`src/rtl/neuron_lut_loader.sv`:
```
// neuron_lut_loader
//   Runtime-reprogrammable LUT neuron. A truth table arrives as a serialized
//   valid/ready stream (entry 0 first, LSB first within each beat). It is
//   written into a 2^IN_BITS x OUT_BITS distributed RAM and then serves
//   registered lookups with the same semantics as a fixed-ROM neuron.
//
// Ports
//   clk, rst_n             clock (rising edge), async active-low reset
//   cfg_valid/cfg_ready    config beat handshake
//   cfg_data, cfg_last     beat payload, final-beat marker
//   tbl_loaded             level: complete table resident, lookups enabled
//   cfg_err                one-cycle pulse on a framing error
//   in_valid, in_data      lookup request and address
//   out_valid, out_data    lookup result, one cycle after the request
module neuron_lut_loader #(
  parameter int IN_BITS   = 6,
  parameter int OUT_BITS  = 1,
  parameter int CFG_WIDTH = 8
) (
  input  logic                 clk,
  input  logic                 rst_n,
  input  logic                 cfg_valid,
  output logic                 cfg_ready,
  input  logic [CFG_WIDTH-1:0] cfg_data,
  input  logic                 cfg_last,
  output logic                 tbl_loaded,
  output logic                 cfg_err,
  input  logic                 in_valid,
  input  logic [IN_BITS-1:0]   in_data,
  output logic                 out_valid,
  output logic [OUT_BITS-1:0]  out_data
);

  localparam int TBL_BITS = (2 ** IN_BITS) * OUT_BITS;
  localparam int NBEATS   = TBL_BITS / CFG_WIDTH;
  localparam int CW       = (NBEATS > 1) ? $clog2(NBEATS) : 1;

  generate
    if ((TBL_BITS % CFG_WIDTH) != 0) begin : g_bad_cfg_width
      $error("neuron_lut_loader: table size must be a multiple of CFG_WIDTH");
    end
  endgenerate

  localparam logic [1:0] S_EMPTY = 2'd0;
  localparam logic [1:0] S_LOAD  = 2'd1;
  localparam logic [1:0] S_RUN   = 2'd2;

  logic [1:0]          state;
  logic [CW-1:0]       beat_cnt;
  logic [TBL_BITS-1:0] tbl;

  logic                accept;
  logic [CW-1:0]       wr_idx;
  logic                last_slot;
  logic [OUT_BITS-1:0] rd_entry;

  assign accept = cfg_valid & cfg_ready;

  // A beat accepted outside LOAD always starts a new table at slot 0, so
  // EMPTY and RUN share the LOAD framing rules with the slot forced to 0.
  assign wr_idx    = (state == S_LOAD) ? beat_cnt : '0;
  assign last_slot = (wr_idx == CW'(NBEATS - 1));

  // Asynchronous read; the result is registered into out_data below.
  assign rd_entry = tbl[int'(in_data) * OUT_BITS +: OUT_BITS];

  // Table storage: no reset, write-only from the config stream.
  always_ff @(posedge clk) begin
    if (accept) begin
      tbl[int'(wr_idx) * CFG_WIDTH +: CFG_WIDTH] <= cfg_data;
    end
  end

  always_ff @(posedge clk or negedge rst_n) begin
    if (!rst_n) begin
      state      <= S_EMPTY;
      beat_cnt   <= '0;
      cfg_ready  <= 1'b0;
      tbl_loaded <= 1'b0;
      cfg_err    <= 1'b0;
    end else begin
      cfg_ready <= 1'b1;
      cfg_err   <= 1'b0;
      if (state == S_LOAD || state == S_EMPTY || state == S_RUN) begin
        if (accept) begin
          if (last_slot && cfg_last) begin
            state      <= S_RUN;
            beat_cnt   <= '0;
            tbl_loaded <= 1'b1;
          end else if (last_slot || cfg_last) begin
            // Framing error: partial contents stay in RAM but are unusable.
            state      <= S_EMPTY;
            beat_cnt   <= '0;
            tbl_loaded <= 1'b0;
            cfg_err    <= 1'b1;
          end else begin
            state      <= S_LOAD;
            beat_cnt   <= CW'(wr_idx + 1'b1);
            tbl_loaded <= 1'b0;
          end
        end
      end else begin
        state      <= S_EMPTY;
        beat_cnt   <= '0;
        tbl_loaded <= 1'b0;
      end
    end
  end

  // Lookup uses tbl_loaded of the request cycle, so a lookup issued with a
  // reload's first beat still sees the old table (the write lands at the edge).
  always_ff @(posedge clk or negedge rst_n) begin
    if (!rst_n) begin
      out_valid <= 1'b0;
      out_data  <= '0;
    end else begin
      out_valid <= in_valid & tbl_loaded;
      if (in_valid && tbl_loaded) begin
        out_data <= rd_entry;
      end
    end
  end

endmodule

```
`config.mk`:
```
export PLATFORM = sky130hd
export DESIGN_NAME = neuron_lut_loader
export DESIGN_NICKNAME = d
export VERILOG_FILES = /design/src/rtl/neuron_lut_loader.sv
export SDC_FILE = /design/constraint.sdc
export NUM_CORES = 1
export LEC_CHECK = 0
export CORE_ASPECT_RATIO = 0.5
export CORE_MARGIN = 2
export CORE_UTILIZATION = 68
export CTS_CLUSTER_DIAMETER = 40
export DETAILED_ROUTE_END_ITERATION = 6
export DONT_BUFFER_PORTS = 1
export PLACE_DENSITY = 0.82
export SLEW_MARGIN = 20
export SYNTH_ARGS = -nofsm -noshare
export SYNTH_HDL_FRONTEND = slang
export SYNTH_SLANG_ARGS = --single-unit
```
`constraint.sdc`:
```
create_clock -name clk -period 5.3 [get_ports clk]
set_input_delay 1.59 -clock clk [delete_from_list [all_inputs] [get_ports clk]]
set_output_delay 1.59 -clock clk [all_outputs]
set_load 0.05 [all_outputs]
```
After elaboration in Yosys (flattened, before gate mapping)
Cells that the tools add are included.
{"block": "classes", "add_sub_neg": 2, "n_eq_ne": 4, "n_shift": 3, "mux": 17, "bitwise_logic": 2, "n_reduce_logical": 6}
{"cell": "64-bit bitwise mux", "n": 1}
{"cell": "8-bit by 33-bit variable shift with 64-bit output (first input constant)", "n": 1}
{"cell": "64-bit by 7-bit variable part select with 1-bit output", "n": 1}
{"cell": "8-bit by 33-bit variable part select with 64-bit output", "n": 1}
{"cell": "6-bit negation with 33-bit output", "n": 1}
{"cell": "3-bit two-way mux", "n": 5}
{"cell": "1-bit two-way mux", "n": 8}
{"cell": "2-bit two-way mux", "n": 3}
{"cell": "3-bit by 1-bit adder with 3-bit output (second input constant)", "n": 1}
{"cell": "3-bit == test (second input constant)", "n": 1}
{"cell": "1-bit logical OR", "n": 3}
{"cell": "1-bit AND", "n": 2}
{"cell": "2-bit by 1-bit == test with 1-bit output (second input constant)", "n": 1}
{"cell": "2-bit == test (second input constant)", "n": 1}
{"cell": "1-bit logical AND", "n": 2}
{"cell": "2-bit zero test", "n": 1}
{"cell": "2-bit inequality test (second input constant)", "n": 1}
{"block": "word_totals", "register_bits": 74, "inputBits": 19, "out_inout_bits": 5, "elab_cells": 42}

Logic depth before layout (Yosys ltp)
Gate-level depths: netlist (run 1).
{"block": "depth", "ltp_word": 8, "mapped_depth": 12, "mapped_depth_nobuf": 10}

Least setup slack after synthesis (run 1)
OpenSTA, ideal clock, no wires.
{"block": "synth_timing", "path_type": "register to register", "from": "register tbl_loaded (netlist name)", "to": "register tbl[32] (enable)", "setup_time_ns": 0.395, "arrival_time_ns": 3.113, "t_required_ns": 4.905, "slack_ns": 1.793, "path_stages_with_launch": 10, "n_path_buf": 3, "period_less_slack_ns": 3.507, "cell_sequence": "dfrtp_1 -> buf_2 -> nor2b_4 -> nand2_1 -> buf_2 -> ha_1 -> ha_1 -> clkbuf_1 -> nand3_1 -> nor4_1"}
{"item": "to (signal, indexed assignment)", "line_no": "70", "rtl": "tbl[int'(wr_idx) * CFG_WIDTH +: CFG_WIDTH] <= cfg_data;"}
{"item": "to (decl)", "line_no": "50", "rtl": "logic [TBL_BITS-1:0] tbl;"}

==> results of run 1 <==
[kinds of logic after synthesis]
group	after synthesis	synth area share
fa+ha+maj	7	0.0244
mux	24	0.113
simple gates	126	0.190
buf+inv	23	0.0337
flops	73	0.597
compound gates	20	0.0404
other cells	1	0.00104
[synth_stat cells]
master	n
nand2_1	17
buf_2	4
clkbuf_1	6
a21oi_1	6
a2111oi_0	2
nand3_1	5
mux2_2	4
nor3_2	1
nor3_1	8
nand2b_1	4
dfrtp_1	9
edfxtp_1	64
a31oi_1	2
and4_1	1
nor2b_1	4
nor4_1	10
and2_1	41
o311ai_2	1
mux2i_1	7
buf_6	3
or3_4	1
conb_1	1
or2_2	2
buf_4	2
a31o_2	1
nor3b_1	1
ha_1	7
a22oi_1	3
o32ai_1	1
nand3b_1	1
or3_1	1
mux4_2	13
o221ai_1	1
o31ai_1	2
nor2_2	1
nor2_1	27
inv_1	8
o21ai_0	1
nor2b_4	1
[metrics by stage]
step | cells | hold WS [ps] | area [µm²] | power [mW]
finish | 347 | 595 | 3790 | 1.12
global placement | 331 | 584 | 3610 | 0.746
global route | 347 | 644 | 3790 | 1.16
floorplan | 274 | 530 | 3600 | 0.746
detailed placement | 331 | 580 | 3610 | 0.751
CTS | 347 | 594 | 3780 | 1.12
[worst reg2reg max path, delay by kind of cell, from the launching register on]
kind          cells  cell delay, ps
fa+ha+maj         1             730
flops             1             670
simple gates      5            1970
[power by group through the flow]
stage / logic, mW / registers, mW / clock network [mW]
3_3_place_gp: 0.0898 / 0.656 / 0
3_5_place_dp: 0.0942 / 0.657 / 0
4_1_cts: 0.0949 / 0.644 / 0.381
5_1_grt: 0.107 / 0.646 / 0.404
6_report: 0.0988 / 0.645 / 0.379
2_1_floorplan: 0.0926 / 0.653 / 0
[cell usage in the layout (no fill, tap or decap), drive strengths merged, types with 2 or more instances in the layout]
master / count
edfxtp: 64
buf: 2
a22oi: 3
nor2b: 5
clkinv: 4
mux2: 4
o31ai: 2
a21oi: 6
inv: 9
and2: 41
a2111oi: 2
dfrtp: 9
nand2b: 4
nand3: 5
clkbuf: 10
nor4: 10
or2: 2
ha: 7
nor2: 28
mux4: 13
or3: 2
nand2: 17
nor3: 9
mux2i: 7
a31oi: 2
[path summary, 6_finish.rpt]
path,start,to,slack [ps],depth (start not counted)
max in group asynchronous,rst_n,beat_cnt[2],4300,0
max,tbl_loaded,tbl[49],1570,6
max reg2reg,tbl_loaded,tbl[49],1570,6
min,state[0],beat_cnt[0],600,1
min reg2reg,state[0],beat_cnt[0],600,1
min in group asynchronous,rst_n,out_valid,930,0
[registers in the layout (all words and copies together) (netlist names)]
register	cells
state	1
tbl_loaded	1
out_valid	1
cfg_ready	1
beat_cnt	3
cfg_err	1
tbl	64
out_data	1
[final cells by class]
cell class / count / area [µm²] / share of cell area
Timing Repair Buffer: 2 / 15.0 / 0.00396
Inverter: 8 / 30.0 / 0.00792
Sequential cell: 73 / 2150 / 0.566
Tap cell: 70 / 87.6 / 0.0231
Clock inverter: 6 / 43.8 / 0.0115
Clock buffer: 10 / 128 / 0.0336
Multi-Input combinational cell: 178 / 1340 / 0.354
[layer usage]
metal | vias up | share of wire
met3 | 25 | 0.10
met4 | 0 | 0.026
met2 | 117 | 0.46
li1 | 1003 | -
met5 | - | 0
met1 | 1096 | 0.41
==> impl_metrics.py, run 1 <==
metrics = {
    "status": {
        "status": "completed",
    },
    "setup_path": {
        "max_stage_delay_ps": 800,
        "crit_fanout": 17,
        "worst-path-buf-inv": 0,
        "path_cells": "nor2b_4, nand2_1, ha_1, nand3b_1, or2_2, nor3_1",
        "worst_setup_path_start_kind": "flip-flop",
        "crit_type": "reg -> reg",
        "cp.arrival_ps": 3700,
        "cp-end-kind": "flip-flop",
        "crit_family": "simple AND/OR/NAND/NOR gates",
        "slowest_stage": "nor3_1",
        "required_ps": 5270,
    },
    "route": {
        "drtIter0Drc": 306,
        "drc_errors": 0,
        "drtAntennaViolNets": 0,
        "vias": 2241,
        "wirelength_mm": 7.29,
        "drtPass1Iterations": 5,
        "vias_per_cell": 6.46,
        "wl_per_cell_um": 21.0,
    },
    "power_and_ir_drop": {
        "p_per_area_nw_per_um2": 296,
        "ir_drop_mv": 0.176,
        "p_clk_frac": 0.338,
        "leakage_nw": 1.42,
        "comb_power_share": 0.088,
        "swShare": 0.248,
        "p_int_uw": 843,
        "p_sw_uw": 279,
        "power_frac_seq": 0.574,
    },
    "cts": {
        "insertion_delay_ps": 350,
        "clkSinkCount": 73,
        "root_buffer": "clkbuf_8",
        "htree_levels": 3,
        "cts_inserted_buffers": 9,
        "hold_buffers": 0,
        "path_clk_slew_ps": 70,
        "cts_tree": "done",
        "clockBufferDepth": 2,
        "postCtsSetupRepairBufs": 0,
        "cts_resized": 0,
    },
    "grt": {
        "grt_max_degree": 22,
        "grt-busiest-layer": "met2",
        "use_met3": 0.0850,
        "antenna_found_initial": 0,
        "use_met2": 0.389,
        "met1_usage": 0.387,
        "grt_overflow_total": 0,
        "grt_pass1_vias": 2245,
        "grt_pass1_wl_mm": 11.5,
        "grt_util_all_layers": 0.271,
    },
    "cells_and_area": {
        "final_layout_size_suffix_gt1_frac": 0.162,
        "nNetsFinal": 298,
        "post-route-util": 0.759,
        "fill_cells": 334,
        "syn_to_final_growth_pct": 5.50,
        "diodes": 0,
    },
    "timing": {
        "period_minus_slack_ps": 3730,
        "maxSlewViolCount": 0,
        "fin_skew_ps": 5.43,
        "rsz0062_at_grt": "false",
        "setup_ws_ps": 1570,
        "max_slew_margin": 0.301,
        "tightest_slew_ps": 1040,
        "tns_ps": 0,
        "timing.final.crit_share": 0.703,
        "clock.fmax_ghz": 0.268,
        "hold_violations": 0,
        "setup_viol": 0,
    },
    "yosys": {
        "synth-seq-cells": 73,
        "synth_cell_types": 39,
        "yosysTopAreaCell": "edfxtp_1",
        "yosys_warnings": 0,
        "syn-num-nets": 300,
        "syn_area_um2": 3600,
        "syn_avg_cell_area_um2": 13.1,
        "synth_area_leaders": "edfxtp_1 53%, mux4_2 8.1%, and2_1 7.1%, dfrtp_1 6.3%, nor2_1 2.8%",
        "yosysSeqAreaShare": 0.597,
        "yosysTopAreaCellShare": 0.534,
        "synthCells": 274,
    },
    "floorplan": {
        "initial_utilization": 0.719,
        "core-area_um2": 5000,
        "fp.dieArea_um2": 5920,
        "die_width_um": 107,
        "die_y_um": 55.4,
        "rows": 18,
        "io_pins": 24,
    },
    "place": {
        "place_ws_ps": 1730,
        "place.gp.congestion": 0.865,
        "dp_hpwl_mm": 5.19,
        "io_buffers": 0,
    },
    "job": {
        "drv_cap": 0,
    },
    "hold_path": {
        "hold_path.class": "reg -> reg",
    },
}
No activity file was read; power rests on OpenSTA's default activity.
==> run 2, diff against run 1 <==
CORE_UTILIZATION = 63   (was 68)
PLACE_DENSITY = 0.77   (was 0.82)
clock period = 3.6 ns   (was 5.3 ns; I/O delays follow)
==> impl_metrics.py, run 2 (same netlist as run 1, synthesis figures left out) <==
metrics = {
    "setup_path": {
        "cp-end-kind": "flip-flop",
        "worst-path-buf-inv": 0,
        "path_common_cell": "ha_1",
        "max_stage_delay_ps": 620,
        "crit_fanout": 14,
        "path_cells": "nor2b_4, nand2_1, ha_1, ha_1, nor2_1, and4_1, nor2b_1",
        "crit_type": "reg -> reg",
        "slowest_stage": "nor2b_1",
        "crit_start": "state[0]",
        "worst_setup_path_start_kind": "flip-flop",
        "cp.arrival_ps": 3150,
        "crit_family": "simple AND/OR/NAND/NOR gates",
        "reg2reg_from": "state[0]",
        "required_ps": 3570,
    },
    "floorplan": {
        "initial_utilization": 0.655,
        "die_width_um": 111,
        "core-area_um2": 5490,
        "die_y_um": 57.4,
        "rows": 19,
        "io_pins": 24,
        "fp.dieArea_um2": 6360,
    },
    "route": {
        "drtIter0Drc": 199,
        "vias_per_cell": 6.24,
        "wl_per_cell_um": 21.3,
        "drtPass1Iterations": 5,
        "wirelength_mm": 7.55,
        "vias": 2208,
        "drc_errors": 0,
        "drtAntennaViolNets": 0,
    },
    "timing": {
        "rsz0062_at_grt": "false",
        "max_slew_margin": 0.515,
        "maxSlewViolCount": 0,
        "timing.final.crit_share": 0.884,
        "tightest_slew_ps": 724,
        "period_minus_slack_ps": 3180,
        "clock.fmax_ghz": 0.314,
        "tns_ps": 0,
        "fin_skew_ps": 3.81,
        "hold_violations": 0,
        "hold_ws_ps": 434,
        "setup_viol": 0,
    },
    "cells_and_area": {
        "diodes": 0,
        "fill_cells": 356,
        "layout_commonest_cell": "edfxtp_1",
        "top_register": "tbl",
        "final_cell_mix": "64 x edfxtp_1, 41 x and2_1, 27 x nor2_1",
        "nNetsFinal": 302,
        "syn_to_final_growth_pct": 10.3,
        "final_layout_size_suffix_gt1_frac": 0.171,
        "largest_reg_flops": 64,
        "biggestRegsByFlops": "tbl x64, beat_cnt x3",
    },
    "power_and_ir_drop": {
        "p_clk_frac": 0.463,
        "power_frac_seq": 0.466,
        "leakage_nw": 1.50,
        "ir_drop_mv": 0.326,
        "comb_power_share": 0.071,
        "p_int_mw": 1.60,
        "p_per_area_nw_per_um2": 514,
        "swShare": 0.217,
        "p_sw_uw": 443,
    },
    "cts": {
        "clkSinkCount": 73,
        "cts_inserted_buffers": 9,
        "path_clk_slew_ps": 60,
        "htree_levels": 3,
        "hold_buffers": 0,
        "cts_resized": 0,
        "cts_tree": "done",
        "insertion_delay_ps": 340,
        "clockBufferDepth": 2,
        "root_buffer": "clkbuf_16",
        "postCtsSetupRepairBufs": 0,
    },
    "grt": {
        "grt_pass1_vias": 2206,
        "antenna_found_initial": 0,
        "grt_util_all_layers": 0.256,
        "grt_max_degree": 22,
        "grt_overflow_total": 0,
        "grt_pass1_wl_mm": 11.6,
    },
    "hold_path": {
        "hold_path.class": "in -> async",
    },
    "place": {
        "place.gp.congestion": 0.958,
        "io_buffers": 0,
        "dp_hpwl_mm": 5.16,
    },
    "job": {
        "drv_cap": 0,
    },
    "status": {
        "status": "completed",
    },
}
==> run 2: cell count changes in the layout (fill, tap and decap cells not counted), sizes merged <==
cell / before / now
buf: 2 / 6
bufinv: 0 / 2
clkinv: 4 / 2
clkbuf: 10 / 9
clkinvlp: 1 / 2
==> run 2: power by group through the flow <==
stage                     combinational, mW  sequential [mW]  clock (mW)
after floorplan                       0.136            0.962           0
after global placement                0.135            0.966           0
after detailed placement              0.141            0.967           0
after CTS                             0.141            0.950       0.946
after global routing                  0.158            0.952       0.987
final                                 0.144            0.950       0.945
==> run 2: path summary, 6_finish.rpt <==
path / endpoint / slack (ps) / cells after the start
min in group clk: state[0] / 590 / 1
worst min register to register: state[0] / 590 / 1
worst max-delay path: tbl[0] / 420 / 7
worst min-delay path: out_data / 430 / 0
max in group asynchronous: beat_cnt[1] / 3090 / 0
worst max register to register: tbl[0] / 420 / 7
==> run 2: layout make-up <==
type	count	area (µm²)	share of cell area
Multi-Input combinational cell	178	1330	0.336
Clock inverter	7	93.8	0.0237
Tap cell	73	91.3	0.0230
Timing Repair Buffer	6	45.0	0.0114
Sequential cell	73	2150	0.541
Inverter	8	30.0	0.00757
Clock buffer	9	225	0.0568
==> run 2: worst register-to-register path: cells and delay by family, from the launching register on <==
kind                       cells  cell delay [ps]
adders and majority gates      2              730
and+or+nand+nor                5             1630
DFF                            1              460
==> run 2: layer usage <==
| metal | vias to the layer above | global-route usage | routed length, µm |
|---|---|---|---|
| met5 | - | 0 | 0 |
| met4 | 0 | 0.0804 | 150 |
| met3 | 22 | 0.0861 | 741 |
| met2 | 102 | 0.377 | 3290 |
| met1 | 1072 | 0.369 | 3370 |
| li1 | 1012 | - | - |
==> run 2: stage by stage <==
step | util | power [mW] | setup slack [ps] | cell area, µm² | cells
final | 0.722 | 2.04 | 419 | 3970 | 354
after detailed placement | 0.663 | 1.11 | 450 | 3640 | 338
after global routing | 0.722 | 2.10 | 133 | 3970 | 354
after CTS | 0.721 | 2.04 | 441 | 3960 | 354
after global placement | 0.663 | 1.10 | 635 | 3640 | 338
after floorplan | - | 1.10 | 92.8 | 3600 | 274
==> run 3, diff against run 2 <==
CORE_UTILIZATION = 35   (was 63)
PLACE_DENSITY = 0.47   (was 0.77)
==> impl_metrics.py, run 3 (same netlist as run 1, synthesis figures left out) <==
metrics = {
    "cells_and_area": {
        "nNetsFinal": 304,
        "diodes": 0,
        "top_register": "tbl",
        "post-route-util": 0.400,
        "biggestRegsByFlops": "tbl x64, beat_cnt x3",
        "syn_to_final_growth_pct": 12.3,
        "final_cell_mix": "64 x edfxtp_1, 41 x and2_1, 27 x nor2_1",
        "final_layout_size_suffix_gt1_frac": 0.173,
        "largest_reg_flops": 64,
        "layout_commonest_cell": "edfxtp_1",
        "fin_cells": 423,
    },
    "setup_path": {
        "max_stage_delay_ps": 630,
        "crit_type": "reg -> reg",
        "cp-end-kind": "flip-flop",
        "path_cells": "nor2b_4, nand2_1, ha_1, ha_1, nor2_1, and4_1, nor2b_1",
        "worst-path-buf-inv": 0,
        "cp.arrival_ps": 3050,
        "required_ps": 3570,
        "rrSetupSlack_ps": 520,
        "crit_family": "simple AND/OR/NAND/NOR gates",
        "worst_setup_path_start_kind": "flip-flop",
        "crit_fanout": 14,
        "slowest_stage": "nor2b_1",
        "path_common_cell": "ha_1",
    },
    "timing": {
        "clock.fmax_ghz": 0.325,
        "hold_violations": 0,
        "tns_ps": 0,
        "hold_ws_ps": 432,
        "rsz0062_at_grt": "false",
        "fin_skew_ps": 5.83,
        "setup_viol": 0,
        "tightest_slew_ps": 762,
        "timing.final.crit_share": 0.856,
        "max_slew_margin": 0.489,
        "period_minus_slack_ps": 3080,
        "maxSlewViolCount": 0,
    },
    "floorplan": {
        "die_width_um": 147,
        "initial_utilization": 0.357,
        "fp.dieArea_um2": 11200,
        "io_pins": 24,
        "core-area_um2": 10100,
        "rows": 26,
        "die_y_um": 75.7,
    },
    "power_and_ir_drop": {
        "comb_power_share": 0.077,
        "p_int_mw": 1.50,
        "p_per_area_nw_per_um2": 484,
        "swShare": 0.231,
        "ir_drop_mv": 0.221,
        "p_clk_frac": 0.436,
        "p_sw_uw": 452,
        "power_frac_seq": 0.486,
        "leakage_nw": 1.49,
    },
    "route": {
        "vias_per_cell": 5.22,
        "vias": 2207,
        "drtIter0Drc": 163,
        "wirelength_mm": 8.28,
        "wl_per_cell_um": 19.6,
        "drtAntennaViolNets": 0,
        "drc_errors": 0,
        "drtPass1Iterations": 4,
    },
    "cts": {
        "cts_tree": "done",
        "htree_levels": 3,
        "path_clk_slew_ps": 60,
        "cts_resized": 0,
        "insertion_delay_ps": 340,
        "postCtsSetupRepairBufs": 0,
        "hold_buffers": 0,
        "clockBufferDepth": 2,
        "cts_inserted_buffers": 9,
        "clkSinkCount": 73,
        "root_buffer": "clkbuf_16",
    },
    "grt": {
        "grt_pass1_wl_mm": 12.7,
        "grt_pass1_vias": 2152,
        "grt_overflow_total": 0,
        "grt_util_all_layers": 0.161,
        "grt_max_degree": 22,
        "antenna_found_initial": 0,
    },
    "place": {
        "place.gp.congestion": 0.796,
        "io_buffers": 0,
        "dp_hpwl_mm": 6.00,
        "placed_cells": 407,
    },
    "hold_path": {
        "hold_path.class": "in -> async",
    },
    "job": {
        "drv_cap": 0,
    },
    "status": {
        "status": "completed",
    },
}
[run 3: changes by cell type in the layout (fill, tap and decap cells not counted), sizes merged]
cell      previous run  this run
buf                  6         8
bufinv               2         0
clkinvlp             2         4
inv                  9         8
clkinv               2         1
clkbuf               9        11
[run 3: metal layers]
metal	wire length, µm	vias to the layer above	part of all wire	GRT usage
met2	3540	59	0.43	0.235
met5	0	-	0	0
li1	-	1024	-	-
met4	92	0	0.011	0.0470
met3	527	10	0.064	0.0593
met1	4110	1114	0.50	0.229
[run 3: layout make-up]
cell class | instances | area, µm²
multi-input cells | 178 | 1330
flip-flops and latches | 73 | 2150
fillers | 986 | 6050
inverters | 8 | 30.0
clock inverters | 5 | 38.8
well taps | 140 | 175
clock buffers | 11 | 254
repair buffers | 8 | 60.1
[run 3: path summary, 6_finish.rpt]
path	startpoint	to	depth (start not counted)
min	rst_n	out_valid	0
max in group asynchronous	rst_n	beat_cnt[2]	0
min reg2reg	state[0]	beat_cnt[0]	1
min in group clk	state[0]	beat_cnt[0]	1
max reg2reg	state[0]	tbl[2]	7
max	state[0]	tbl[2]	7
[run 3: power by group through the flow]
stage | registers (mW) | logic (mW) | clock network, mW
global route | 0.952 | 0.165 | 0.914
floorplan | 0.962 | 0.136 | 0
finish | 0.951 | 0.151 | 0.853
global placement | 0.966 | 0.143 | 0
CTS | 0.950 | 0.148 | 0.866
detailed placement | 0.967 | 0.148 | 0
[run 3: stage by stage]
step	power [mW]	setup slack, ps	area (µm²)
finish	1.95	518	4040
global route	2.03	374	4040
CTS	1.96	568	4030
detailed placement	1.11	598	3740
global placement	1.11	775	3740
floorplan	1.10	92.8	3600
[run 3: worst register-to-register path: stages, from the launching register on]
cell	delay (ps)
dfrtp_1	470
nor2b_4	270
nand2_1	110
ha_1	220
ha_1	460
nor2_1	150
and4_1	400
nor2b_1	630
